`src/rtl/seg_scan_ctrl_pkg.sv`:
```
// ---------------------------------------------------------------------------
// seg_pkg
//   Shared definitions for the 7-segment scan controller.
//   SEG_OFF        : active-low segment pattern with every segment dark
//   MAX_DIGITS     : widest display the helpers are sized for
//   an_onehot_low  : active-low one-hot anode vector for a digit index
//   lz_blank       : leading-zero test for digit k of a (zero-padded) value
// ---------------------------------------------------------------------------
package seg_pkg;

    localparam logic [6:0]  SEG_OFF    = 7'h7F;
    localparam int unsigned MAX_DIGITS = 8;
    localparam int unsigned MAX_W      = 4 * MAX_DIGITS;

    // Result is MAX_DIGITS wide; callers keep the low NUM_DIGITS bits.
    function automatic logic [MAX_DIGITS-1:0] an_onehot_low(input logic [2:0] idx);
        return ~(8'b1 << idx);
    endfunction

    // True when digit k is not the rightmost digit and it and every digit to
    // its left are zero. Unused upper nibbles are zero-padded by the caller,
    // so they never keep a digit lit.
    function automatic logic lz_blank(input logic [MAX_W-1:0] disp, input logic [2:0] k);
        logic nonzero;
        nonzero = 1'b0;
        for (int unsigned i = 0; i < MAX_DIGITS; i++) begin
            if ((i >= 32'(k)) && (disp[4*i +: 4] != 4'h0)) begin
                nonzero = 1'b1;
            end
        end
        return (k != 3'd0) && !nonzero;
    endfunction

endpackage

```
`src/rtl/seg_scan_ctrl_dec7seg.sv`:
```
// ---------------------------------------------------------------------------
// dec7Seg
//   Hex nibble to common-anode 7-segment pattern (active-low).
//   in  [3:0] : hex digit 0..F
//   out [6:0] : segments {g,f,e,d,c,b,a}, 0 = segment lit
// ---------------------------------------------------------------------------
module dec7Seg
    import seg_pkg::*;
(
    input  logic [3:0] in,
    output logic [6:0] out
);

    always_comb begin
        out = SEG_OFF;
        case (in)
            4'h0: out = 7'h40;
            4'h1: out = 7'h79;
            4'h2: out = 7'h24;
            4'h3: out = 7'h30;
            4'h4: out = 7'h19;
            4'h5: out = 7'h12;
            4'h6: out = 7'h02;
            4'h7: out = 7'h78;
            4'h8: out = 7'h00;
            4'h9: out = 7'h10;
            4'hA: out = 7'h08;
            4'hB: out = 7'h03;
            4'hC: out = 7'h46;
            4'hD: out = 7'h21;
            4'hE: out = 7'h06;
            4'hF: out = 7'h0E;
            default: out = SEG_OFF;
        endcase
    end

endmodule

```
`src/rtl/seg_scan_ctrl.sv`:
```
// ---------------------------------------------------------------------------
// seg_scan_ctrl
//   Time-multiplexed scan controller for a multi-digit common-anode
//   7-segment display. A new value is taken into a shadow buffer through a
//   valid/ready port and copied to the display register only when the scan
//   wraps back to digit 0, so a frame never mixes old and new digits.
//
//   Parameters
//     NUM_DIGITS  : digits scanned (2..8)
//     REFRESH_DIV : clk cycles each digit stays lit (>= 1)
//   Ports
//     clk         : system clock, rising edge
//     rst         : synchronous active-high reset
//     load_valid  : load_data valid this cycle
//     load_data   : packed nibbles, nibble k = digit k, digit 0 rightmost
//     load_ready  : shadow buffer can accept a load
//     lz_en       : leading-zero blanking enable, sampled every cycle
//     an          : anode enables, active-low one-hot
//     seg         : segment pattern, active-low, 7'h7F = all off
//     frame_done  : one-cycle pulse after the scan wraps to digit 0
// ---------------------------------------------------------------------------
module seg_scan_ctrl
    import seg_pkg::*;
#(
    parameter int unsigned NUM_DIGITS  = 4,
    parameter int unsigned REFRESH_DIV = 100000
) (
    input  logic                      clk,
    input  logic                      rst,
    input  logic                      load_valid,
    input  logic [4*NUM_DIGITS-1:0]   load_data,
    output logic                      load_ready,
    input  logic                      lz_en,
    output logic [NUM_DIGITS-1:0]     an,
    output logic [6:0]                seg,
    output logic                      frame_done
);

    localparam int unsigned CNT_W = $clog2(REFRESH_DIV + 1);
    localparam int unsigned IDX_W = $clog2(NUM_DIGITS);
    localparam int unsigned DW    = 4 * NUM_DIGITS;

    logic [CNT_W-1:0]      tick_cnt;
    logic [IDX_W-1:0]      idx;
    logic [DW-1:0]         disp;
    logic [DW-1:0]         shadow;
    logic                  pending;

    logic                  tick;
    logic                  last;
    logic                  wrap;
    logic                  xfer;
    logic [3:0]            nibble;
    logic [6:0]            dec_out;
    logic                  blank;
    logic [MAX_W-1:0]      disp_w;
    logic [MAX_DIGITS-1:0] an_full;
    logic [NUM_DIGITS-1:0] an_next;

    // ---------------- control decode ----------------
    always_comb begin
        tick       = (tick_cnt == CNT_W'(REFRESH_DIV - 1));
        last       = (idx == IDX_W'(NUM_DIGITS - 1));
        wrap       = tick & last;
        load_ready = ~pending & ~rst;
        xfer       = load_valid & load_ready;
    end

    // ---------------- digit datapath ----------------
    always_comb begin
        nibble = '0;
        for (int unsigned k = 0; k < NUM_DIGITS; k++) begin
            if (idx == IDX_W'(k)) begin
                nibble = disp[4*k +: 4];
            end
        end
        disp_w  = MAX_W'(disp);
        blank   = lz_en & lz_blank(disp_w, 3'(idx));
        an_full = an_onehot_low(3'(idx));
        an_next = an_full[NUM_DIGITS-1:0];
    end

    dec7Seg u_dec (
        .in  (nibble),
        .out (dec_out)
    );

    // ---------------- state ----------------
    always_ff @(posedge clk) begin
        if (rst) begin
            tick_cnt   <= '0;
            idx        <= '0;
            disp       <= '0;
            shadow     <= '0;
            pending    <= 1'b0;
            an         <= '1;
            seg        <= SEG_OFF;
            frame_done <= 1'b0;
        end else begin
            tick_cnt <= tick ? '0 : tick_cnt + 1'b1;
            if (tick) begin
                idx <= last ? '0 : idx + 1'b1;
            end
            frame_done <= wrap;

            // A transfer needs pending=0 and a commit needs pending=1, so the
            // two branches never compete in the same cycle.
            if (xfer) begin
                shadow  <= load_data;
                pending <= 1'b1;
            end else if (wrap && pending) begin
                disp    <= shadow;
                pending <= 1'b0;
            end

            // Output stage shows the digit selected this cycle, one cycle
            // behind idx; disp is the pre-commit value on the wrap edge.
            an  <= an_next;
            seg <= blank ? SEG_OFF : dec_out;
        end
    end

endmodule

```
`config.mk`:
```
export PLATFORM = sky130hd
export DESIGN_NAME = seg_scan_ctrl
export DESIGN_NICKNAME = d
export VERILOG_FILES = /design/src/rtl/seg_scan_ctrl_pkg.sv /design/src/rtl/seg_scan_ctrl_dec7seg.sv /design/src/rtl/seg_scan_ctrl.sv
export SDC_FILE = /design/constraint.sdc
export NUM_CORES = 1
export LEC_CHECK = 0
export ABC_AREA = 1
export BUFFER_PORTS_ARGS = -buffer_cell sky130_fd_sc_hd__clkbuf_2
export CAP_MARGIN = 25
export CORE_ASPECT_RATIO = 0.8
export CORE_MARGIN = 4
export CORE_UTILIZATION = 35
export CTS_CLUSTER_DIAMETER = 50
export DETAILED_ROUTE_END_ITERATION = 12
export PLACE_DENSITY = 0.5
export SLEW_MARGIN = 15
export SYNTH_ARGS = -nofsm -noshare
export SYNTH_HDL_FRONTEND = slang
export SYNTH_SLANG_ARGS = --single-unit
export TNS_END_PERCENT = 1
```
`constraint.sdc`:
```
create_clock -name clk -period 1.98 [get_ports clk]
set_input_delay 0.297 -clock clk [delete_from_list [all_inputs] [get_ports clk]]
set_output_delay 0.297 -clock clk [all_outputs]
set_load 0.02 [all_outputs]
```
== Word level (Yosys, flattened, before mapping) ==
Memory sizes are Yosys's and may differ from the RTL's. A register that Yosys moved wholly into a read port is not among the register bits.
Cells that the tools add are included.
Word-level totals
  flip-flop bits (word level): 57
  latch bits: 0
  bits in writable memories: 0
  ROM bits: 112
  bits of input ports: 20
  word-level logic and storage cells: 53
  memories kept: 1
Memories
  (no name shown): words 16, bits a word 7, rd ports 1, clocked after memory_dff 1, write ports 0, line seg_scan_ctrl_dec7seg.sv:16  | case (in)
Operators by class
  $add $sub $neg: 2
  $mul: 0
  div/mod/pow operators: 0
  $lt $le $gt $ge: 3
  equal/unequal tests: 4
  shifts and indexed selects: 1
  muxes and demuxes: 11
  bitwise operators: 8
  reduce and logical (&&, ||, !) cells: 16
Operators with widths (count)
  $add A17 B1 Y17 const B: 1
  $eq A17 B17 Y1 const B: 1
  $mux W4: 4
  $reduce_bool A4 Y1: 4
  $mux W1: 6
  $logic_and A1 B1 Y1: 5
  $and A1 B1 Y1: 4
  $eq A2 B2 Y1 const B: 2
  $ge A1 B2 Y1 const A: 2
  $not A4 Y4: 1
  $reduce_bool A2 Y1: 2
  $reduce_or A2 Y1: 2
  $shl A1 B2 Y4 const A: 1
  $not A1 Y1: 3
  $add A2 B1 Y2 const B: 1
  $eq A2 B1 Y1 const B: 1
  $ge A2 B2 Y1 const A: 1
  $logic_not A2 Y1: 1
  $mux W2: 1
  $reduce_and A2 Y1: 1
  $logic_not A1 Y1: 1

== Depth between registers and ports, before layout ==
  depth after elaboration: 10
  depth in mapped cells: 13
  gate-level depth less buffers: 13

== By module ==
Synthesis repeated with hierarchy kept, for this count alone.
Second synthesis, totals
  cell total of the unflattened synthesis: 378
  area total of the unflattened synthesis: 3017.9 um^2
Modules (own cells, without submodules)
  seg_scan_ctrl: times used 1, cells each 329, area each 2743.9 um^2, sequential area each 1281.2 um^2
  dec7Seg: times used 1, cells each 49, area each 274.0 um^2, sequential area each 0.0 um^2

== Worst setup path before layout ==
Ideal clock, no wire load.
  path type: flip-flop to flip-flop
  from: reg idx[0]
  to: reg seg[0]
  arrival: 1.646 ns
  setup slack: 0.218 ns
  cell stages (with the launch flop): 14
  path buffers: 0
  clock period less this slack: 1.762 ns
  cells stage by stage: dfxtp_1 -> inv_1 -> ha_1 -> nand2_1 -> nand2_1 -> nand3_1 -> nand2_1 -> nand2_1 -> inv_1 -> ha_1 -> nand3_1 -> nor2_1 -> nor2_1 -> nand2_1
On the way
  cells in the longest elaborated chain, start to end: 10
  elaborated cells between the ends (all ways): 23
Ends and longest elaborated chain
  start, declared: line seg_scan_ctrl.sv:44  | logic [IDX_W-1:0] idx;
  start signal, assigned: line seg_scan_ctrl.sv:102  | idx <= last ? '0 : idx + 1'b1;
  $ge A1 B2 Y1: line seg_scan_ctrl_pkg.sv:27  | if ((i >= 32'(k)) && (disp[4*i +: 4] != 4'h0)) begin
  $logic_and A1 B1 Y1: line seg_scan_ctrl_pkg.sv:27
  $mux W1 (4 in series): line seg_scan_ctrl_pkg.sv:27
  $logic_not A1 Y1: line seg_scan_ctrl_pkg.sv:31  | return (k != 3'd0) && !nonzero;
  $logic_and A1 B1 Y1: line seg_scan_ctrl_pkg.sv:31
  $and A1 B1 Y1: line seg_scan_ctrl.sv:78  | blank = lz_en & lz_blank(disp_w, 3'(idx));
  $reduce_or A2 Y1 (no source line)
  end, declared: line seg_scan_ctrl.sv:35  | output logic [6:0] seg,
Parallel ways exist; a longest one is shown, timed or not.
A chain may end at the register's enable or synchronous reset.

== Worst setup path after layout ==
  from: reg idx[1]
  to: reg seg[3]
Same word-level chain as after synthesis.

==> results.ini <==
[sta]
fin_crit_sh_pct = 92.3
drv_slew = 0
finalClockSkew_ns = 0.0103
min_period_ns = 1.83
rsz0062_at_grt = yes
hold_slack_ns = 0.161
hold_viol = 0
relSlewSlack_pct = 66.3
worstMarginPinSlew_ns = 0.502
fmax_mhz = 547
setup_viol = 0

[logic_synthesis]
seq_area_frac_synth_pct = 42.5
synth_top_area_share_pct = 42.5
synth_top_family_by_area = simple AND/OR/NAND/NOR gates
yosys.cell_count.top_type = nand2_1
syn_nets = 473
async_reset_ff_share_pct = 0
synth_edf_count = 0
synthMuxAreaShare_pct = 0
synth_commonest_cells = 153 x nand2_1, 64 x dfxtp_1, 60 x inv_1, 36 x nor2_1, 32 x nand3_1
synthCells = 441
synth-xor-area-share_pct = 0.871
yosys_register_bits = 64
syn_area_um2 = 3020
yosys-top-cells-area = dfxtp_1 42%, nand2_1 19%, inv_1 7.5%, nand3_1 5.3%, ha_1 5.0%
synth.avg_cell_area_um2 = 6.84
synth_compound_area_share_pct = 6.06
yosys.area_share.adder_pct = 4.98
ys_warn_count = 0
synthSimpleGateAreaFrac_pct = 35.8
synthFlopType = dfxtp_1
synth.distinct_cells = 26
yosysTopAreaCell = dfxtp_1

[clock_network]
path_clk_slew_ns = 0.07
clockBufferDepth = 2
cts_tree = done
cts_setup_buffers = 0
htree_levels = 3
clkSinkCount = 64
hold_buffers = 0
cts_root_buf = clkbuf_8
cts_buffers = 9
clock_latency_ns = 0.33

[power]
vdd_drop_max_uv = 408
static-leakage-power_uw = 0.00170
power.density_nw_per_um2 = 680
total_power_uw = 2380

[floorplan]
core_area_um2 = 8160
die_w_um = 112
rows = 29
dieArea_um2 = 10200
io_pins = 33
initial_core_util_pct = 37.0
die_h_um = 91.0

[placement]
dp_hpwl_um = 4840
portBuffers = 32
place.gp.congestion = 0.817

[global_route]
grt_max_degree = 33
antenna_found_initial = 0
grt_pass1_vias = 2383
grt_pass1_wl_um = 11300
grt_overflow_total = 0
track_usage_pct = 13.4

[flow_run]
maxCapViolations = 0

[min_path]
hold_depth = 3
hold_path_class = in2reg

[worst_setup_path]
crit_required_ns = 2.21
reg2reg_depth = 12
critical_path_class = reg2reg
crit_path_end_kind = flop
critPathMaxFanout = 7
start_kind = flop
critPathArrivalTime_ns = 2.05

[detailed_routing]
dr.pass1.iters = 5
drt-initial-drc-count = 127
drcViolationCount = 0
ant_nets = 0
vias = 2673
vias_per_cell = 4.51
wl_per_cell_um = 11.0
wirelength_um = 6500

[layout]
drive_gt1_share_pct = 14.8
fin_nets = 513
utilization_pct = 42.8
syn2layout_area_growth_pct = 15.8
antenna_cells = 0

[status]
run_status = finished clean

## registers in the layout (all words and copies together) (netlist names)
signal,count
disp,16
shadow,16
idx,2
frame_done,1
an,4
pending,1
seg,7
tick_cnt,17
## worst paths after layout
check                endpoint    startpoint  slack [ns]
setup / recovery       seg[3]        idx[1]        0.15
hold / removal      shadow[4]  load_data[4]        0.16
setup reg to reg       seg[3]        idx[1]        0.15
hold reg to reg   tick_cnt[0]   tick_cnt[0]        0.45
## cells by family (layout without fill, tap and decap cells)
logic type / Yosys count / count (layout)
compound gates: 36 / 36
simple gates: 252 / 252
fa+ha+maj: 12 / 12
xor+xnor: 3 / 3
buf+inv: 74 / 118
flops: 64 / 64
## power breakdown
part           switching, µW  leakage (µW)  internal (µW)  total [µW]
logic                   76.1       0.00110           45.2         121
registers               12.0      0.000523           1320        1330
clock network            478     0.0000789            441         920
total                    567       0.00170           1810        2380
## per-layer routing
metal / up-vias / GRT usage [%] / part of all wire, %
met1: 1144 / 19.7 / 55
met5: - / 0 / 0
met4: 0 / 3.65 / 0.95
met3: 6 / 5.18 / 7.2
met2: 73 / 18.0 / 37
li1: 1450 / - / -
## layout by cell type (no fill, tap or decap), types with 2 or more instances in the layout
master,count
nand3_1,32
clkbuf_8,9
nand3b_1,2
nor3b_1,2
buf_4,8
o21ai_0,21
nand2_2,4
nor2_1,36
inv_1,60
clkbuf_2,32
dfxtp_1,62
ha_2,4
a21oi_1,14
clkbuf_1,2
ha_1,8
nand2_1,151
nor3_1,7
xor2_1,3
clkinv_2,3
clkinv_1,2
nand4_1,9
nor2_2,4
## worst max-delay path, stage by stage, from the launching register on
cell and delay [ns]:
dfxtp_4 0.36, inv_1 0.10, ha_2 0.26, nand2_1 0.09
nand3_1 0.08, nand2_1 0.06, nand2_2 0.12, inv_1 0.09
ha_1 0.22, nand3_1 0.13, nand3_1 0.09, nand2_1 0.07
nand2_1 0.05
## final cells by class
cell class,count,area (µm²)
Clock buffer,11,131
Clock inverter,4,22.5
Fill cell,872,4670
Inverter,63,236
Multi-Input combinational cell,303,1460
Sequential cell,64,1290
Tap cell,108,135
Timing Repair Buffer,40,220
## per-stage QoR
stage,cell area [µm²],worst slack (ns),TNS (ns),instances
floorplan,3020,0.218,0,441
global placement,3320,0.0701,0,578
detailed placement,3320,-0.0149,-0.0183,578
CTS,3470,0.0391,0,593
global route,3490,-0.00116,-0.00116,593
finish,3490,0.152,0,593
## repair_timing
action / 4_1_cts / 5_1_grt
pin swaps: 0 / 0
setup endpoints to repair: 2 / 6
resized for setup: 2 / 7
No activity file was read; power rests on OpenSTA's default activity.
